**config.mk**
```make
export PLATFORM = sky130hd
export DESIGN_NAME = ring_phase_monitor
export DESIGN_NICKNAME = d
export VERILOG_FILES = /design/src/rtl/ring_pkg.sv /design/src/rtl/ring_onehot_check.sv /design/src/rtl/ring_phase_monitor.sv
export SDC_FILE = /design/constraint.sdc
export NUM_CORES = 1
export LEC_CHECK = 0
export ABC_AREA = 1
export BUFFER_PORTS_ARGS = -buffer_cell sky130_fd_sc_hd__clkbuf_2
export CAP_MARGIN = 20
export CORE_MARGIN = 2
export CORE_UTILIZATION = 49
export CTS_CLUSTER_SIZE = 16
export DETAILED_ROUTE_END_ITERATION = 8
export PLACE_DENSITY_LB_ADDON = 0.3
export SYNTH_ARGS = -nofsm -noshare
export SYNTH_HDL_FRONTEND = slang
export SYNTH_SLANG_ARGS = --single-unit
```
**constraint.sdc**
```tcl
create_clock -name clk -period 2.3 [get_ports clk]
set_input_delay 0.46 -clock clk [delete_from_list [all_inputs] [get_ports clk]]
set_output_delay 0.46 -clock clk [all_outputs]
set_load 0.03 [all_outputs]
```
**src/rtl/ring_pkg.sv**
```systemverilog
// Shared types and helpers for the ring phase monitor: FSM state encoding and
// width-generic one-hot/rotation functions (vectors are zero-padded to RING_MAX_N).
package ring_pkg;

    localparam int unsigned RING_MAX_N = 64;

    typedef logic [RING_MAX_N-1:0] ring_vec_t;

    typedef enum logic [1:0] {
        ST_ACQUIRE = 2'd0,
        ST_LOCKED  = 2'd1,
        ST_FAULT   = 2'd2
    } ring_state_t;

    // Rotate the low n bits of v left by one; bits at and above n are dropped.
    function automatic ring_vec_t rotl(input ring_vec_t v, input int unsigned n);
        ring_vec_t r;
        r = '0;
        for (int unsigned i = 0; i < RING_MAX_N; i++) begin
            if (i < n) begin
                r[(i + 1 == n) ? 0 : i + 1] = v[i];
            end
        end
        return r;
    endfunction

    function automatic logic onehot_valid(input ring_vec_t v, input int unsigned n);
        int unsigned cnt;
        cnt = 0;
        for (int unsigned i = 0; i < RING_MAX_N; i++) begin
            if (i < n && v[i]) begin
                cnt++;
            end
        end
        return (cnt == 1);
    endfunction

    // OR of set-bit indices: exact for a one-hot input, meaningless otherwise.
    function automatic int unsigned onehot_index(input ring_vec_t v, input int unsigned n);
        int unsigned idx;
        idx = 0;
        for (int unsigned i = 0; i < RING_MAX_N; i++) begin
            if (i < n && v[i]) begin
                idx |= i;
            end
        end
        return idx;
    endfunction

endpackage

```
**src/rtl/ring_onehot_check.sv**
```systemverilog
// Combinational one-hot validity check and binary encoder for an N-bit ring state.
module ring_onehot_check
    import ring_pkg::*;
#(
    parameter int unsigned N = 4
) (
    input  logic [N-1:0]         vec,
    output logic                 valid,
    output logic [$clog2(N)-1:0] index
);

    localparam int unsigned PW = $clog2(N);

    always_comb begin
        valid = onehot_valid(ring_vec_t'(vec), N);
        index = '0;
        if (valid) begin
            index = PW'(onehot_index(ring_vec_t'(vec), N));
        end
    end

endmodule

```
**src/rtl/ring_phase_monitor.sv**
```systemverilog
// Monitors an upstream one-hot ring counter: tracks phase, locks onto a legal
// rotation sequence, counts revolutions and raises sticky error flags.
module ring_phase_monitor
    import ring_pkg::*;
#(
    parameter int unsigned N        = 4,
    parameter int unsigned REV_W    = 8,
    parameter int unsigned LOCK_CNT = 2
) (
    input  logic                 clk,
    input  logic                 rst_n,
    input  logic [N-1:0]         ring_in,
    input  logic                 ring_en,
    input  logic                 clr_err,
    output logic [$clog2(N)-1:0] phase,
    output logic                 phase_valid,
    output logic                 wrap_pulse,
    output logic [REV_W-1:0]     rev_count,
    output logic                 locked,
    output logic                 err_onehot,
    output logic                 err_skip
);

    localparam int unsigned PW = $clog2(N);
    localparam int unsigned SW = $clog2(LOCK_CNT + 1);

    // s_q/e_q hold the previous sample and enable; the incoming ring_in is
    // judged against them at the same edge that registers it.
    logic [N-1:0]  s_q;
    logic          e_q;
    logic          h_q;
    ring_state_t   state;
    logic [SW-1:0] streak;

    logic          in_valid;
    logic [PW-1:0] in_index;
    logic [N-1:0]  expected;
    logic          mismatch;
    logic          legal;
    logic          clr_ok;

    ring_onehot_check #(.N(N)) u_check (
        .vec   (ring_in),
        .valid (in_valid),
        .index (in_index)
    );

    always_comb begin
        expected = e_q ? N'(rotl(ring_vec_t'(s_q), N)) : s_q;
        mismatch = in_valid && h_q && (ring_in != expected);
        legal    = in_valid && !mismatch;
        // A violation in the same cycle as clr_err keeps the flags set.
        clr_ok   = clr_err && legal;
    end

    always_ff @(posedge clk) begin
        if (!rst_n) begin
            s_q         <= '0;
            e_q         <= 1'b0;
            h_q         <= 1'b0;
            state       <= ST_ACQUIRE;
            streak      <= '0;
            phase       <= '0;
            phase_valid <= 1'b0;
            wrap_pulse  <= 1'b0;
            rev_count   <= '0;
            locked      <= 1'b0;
            err_onehot  <= 1'b0;
            err_skip    <= 1'b0;
        end else begin
            s_q         <= ring_in;
            e_q         <= ring_en;
            h_q         <= 1'b1;
            phase       <= in_index;
            phase_valid <= in_valid;
            wrap_pulse  <= 1'b0;
            err_onehot  <= (err_onehot & ~clr_ok) | ~in_valid;
            err_skip    <= (err_skip & ~clr_ok) | ((state == ST_LOCKED) && mismatch);

            case (state)
                ST_ACQUIRE: begin
                    if (legal) begin
                        if (32'(streak) + 1 >= LOCK_CNT) begin
                            state  <= ST_LOCKED;
                            locked <= 1'b1;
                            streak <= '0;
                        end else begin
                            streak <= streak + 1'b1;
                        end
                    end else begin
                        streak <= '0;
                    end
                end
                ST_LOCKED: begin
                    if (!legal) begin
                        state  <= ST_FAULT;
                        locked <= 1'b0;
                    end else if (s_q[N-1] && ring_in[0]) begin
                        wrap_pulse <= 1'b1;
                        rev_count  <= rev_count + 1'b1;
                    end
                end
                ST_FAULT: begin
                    if (clr_ok) begin
                        state  <= ST_ACQUIRE;
                        streak <= '0;
                    end
                end
                default: begin
                    state  <= ST_ACQUIRE;
                    locked <= 1'b0;
                    streak <= '0;
                end
            endcase
        end
    end

endmodule

```
==> out/qor.yml <==
cts_made_buffers: 3
io_buffer_count: 22
synth_edf_count: 0
timing.final.setup_violations: 0
yosys.cell_count.top_type: "nand2_1"
grt_pass1_wl_um: 4480
multiInputGateArea_um2: 687
hold_path_startpoint: "ring_en"
die-height_um: 55.2
startpoint_type: "input pin"
first_iter_violations: 40
num-fill-cells: 225
synth_top_cell_by_area: "dfxtp_1"
clock-skew-final_ns: 0.00823
yosys_warnings: 0
critPathTopFamily: "simple AND/OR/NAND/NOR gates"
worstPathRequired_ns: 2.47
cp_max_fo: 9
slowest_delay_ns: 0.27
worst_pin_slew_ns: 0.487
cap_violations: 0
cp_slowest_cell: "ha_1"
cts_setup_buffers: 0
syn_area_mm2: 0.00128
core_mm2: 0.00248
routed_wl_um: 2700
fin_crit_ns: 2.14
r2r_end: "rev_count[4]$_SDFFE_PN0P_"
cts_tree: "yes"
pre_cts_ws_ns: -0.203
die_w_um: 55.2
ff2ff_path_depth: 13
grt.total_usage_pct: 20.2
met1_length_um: 1180
synth_async_sr_flop_share_pct: 0
synth-main-ff-cell: "dfxtp_1"
cts-root-buf: "clkbuf_4"
clock_sinks: 25
dr.max_layer_used: "met4"
crit_type: "in -> reg"
max-clock-path-buffers: 2
relSlewSlack_pct: 67.5
fin_setup_tns_ns: 0
gp_congestion: 0.880
die_area_mm2: 0.00305
yosysTopAreaCellShare_pct: 39.0
drc: 0
hold_depth: 3
grt_pass1_vias: 1069
worstSkewPairLatency_ns: 0.30
wl_per_cell_um: 11.4
path_cells: "clkbuf_2 > buf_4 > ha_1 > o21ai_1 > inv_1 > ha_1 > nor2_1 > nand2_1 > a21oi_4 > nand2_4 > nor2_8 > nand2_4 > nand2_1 > a21oi_1"
start_util_pct: 51.8
timing.final.crit_share_pct: 93.0
layout-drive-gt1-share_pct: 21.7
num_antenna_cells: 0
viasPerCell: 5.17
htree_levels: 1
path_buf_inv: 3
slew_viol_final: 0
wl_met3_um: 107
ant_nets: 0
end_kind: "register"
synth_area_leaders: "dfxtp_1 39%, nand2_1 14%, inv_1 7.9%, a21oi_1 6.2%, nand3_1 6.2%"
finalHoldViolations: 0
r2r-start: "e_q$_SDFF_PN0_"
avgSynthCellArea_um2: 7.34
arrival_ns: 2.31
hold_ws_ns: 0.347
area_growth_pct: 18.6
synth_nets: 188
dr_total_vias: 1225
first_pass_iters: 4
ys_ff_latch: 25
overflow: 0
dr_wl_met2_um: 1360
final_nets: 221
power_density_mw_per_mm2: 515
synth.distinct_cells: 26
seqCellArea_um2: 500
ys_top_cells_by_count: "47 x nand2_1, 27 x inv_1, 25 x dfxtp_1"
hpwl_um: 2110
clk_pin_slew_ns: 0.12
synthCells: 175
p_leak_nw: 0.775
vdd_drop_max_uv: 404
fmax_mhz: 468
hold_path_class: "in -> reg"
final_cells: 237
yosysSeqAreaShare_pct: 39.0
r2r_slack_ns: 0.64
fp-row-count: 18
status: "finished, final reports clean"
dp.cells: 232
fin_ws_ns: 0.161
grt_max_degree: 17
total_power_mw: 0.784
holdPathEnd: "e_q$_SDFF_PN0_"
antenna_found_initial: 0
io_pins: 23
state kept, by name, indices dropped and copies added (netlist names), 2 cells and up:
name       cells
s_q            4
rev_count      8
streak         2
state          2
phase          2
where the power goes:
group / internal, mW / total [mW] / switching, mW
combinational: 0.0538 / 0.143 / 0.0896
sequential: 0.447 / 0.455 / 0.00778
clock: 0.0675 / 0.186 / 0.119
logic make-up (layout without fill, tap and decap cells):
kind of cell	Yosys count	after routing	share of synthesized area [%]
compound gates	20	20	8.87
xor+xnor	8	8	6.04
fa+ha+maj	5	5	4.87
buf+inv	31	62	9.36
flops	25	25	39.0
simple gates	86	87	31.9
timing repair:
item,CTS,global route
gates resized for setup,0,1
hold endpoints to repair,0,0
hold buffers,0,0
setup endpoints to repair,0,9
routing by layer:
metal,vias up,GRT usage [%]
li1,617,-
met1,559,24.9
met2,43,36.1
met3,6,3.23
met4,0,6.10
met5,-,0
worst max path at each step:
stage,depth (start not counted),start,endpoint
6_report,14,ring_in[0],rev_count[4]$_SDFFE_PN0P_
3_5_place_dp,13,ring_in[0],rev_count[3]$_SDFFE_PN0P_
5_1_grt,14,ring_in[0],rev_count[3]$_SDFFE_PN0P_
3_3_place_gp,13,ring_in[0],rev_count[5]$_SDFFE_PN0P_
2_1_floorplan,12,ring_in[0],rev_count[0]$_SDFFE_PN0P_
4_1_cts,13,ring_in[0],rev_count[3]$_SDFFE_PN0P_
tightest hold or removal path, cell delays in order:
cell	delay, ns
clkbuf_2	0.07
nand2_1	0.05
inv_1	0.04
placed cells by master (no fill, tap or decap):
cell type and count:
a21oi_1 16, clkinv_1 1, nand3_2 1, xor2_2 1
clkbuf_1 1, nand4_1 2, nand2_4 3, nand2_1 47
nor4_1 1, nor2_8 1, inv_2 1, buf_4 7
dfxtp_1 25, nor2_4 1, clkbuf_4 3, nor2_1 9
inv_1 27, o211ai_1 1, xnor2_1 1, ha_1 4
ha_4 1, o21ai_1 2, nor3_1 2, nand3b_1 1
clkbuf_2 22, nand2_2 2, a21oi_4 1, xor2_1 6
nor2_2 1, nand3_1 16
cell type report:
type / count / area share, %
timing repair buffer: 29 / 10.7
multi-input combinational: 120 / 45.1
tap: 30 / 2.47
sequential: 25 / 32.9
clock buffer: 4 / 1.73
inverter: 29 / 7.15
per-stage QoR:
stage          area, um^2  utilization, %
2_1_floorplan        1280               -
3_3_place_gp         1470            59.4
3_5_place_dp         1470            59.4
4_1_cts              1500            60.5
5_1_grt              1520            61.5
6_report             1520            61.5
Note: power is estimated with default switching activity, not from simulation.
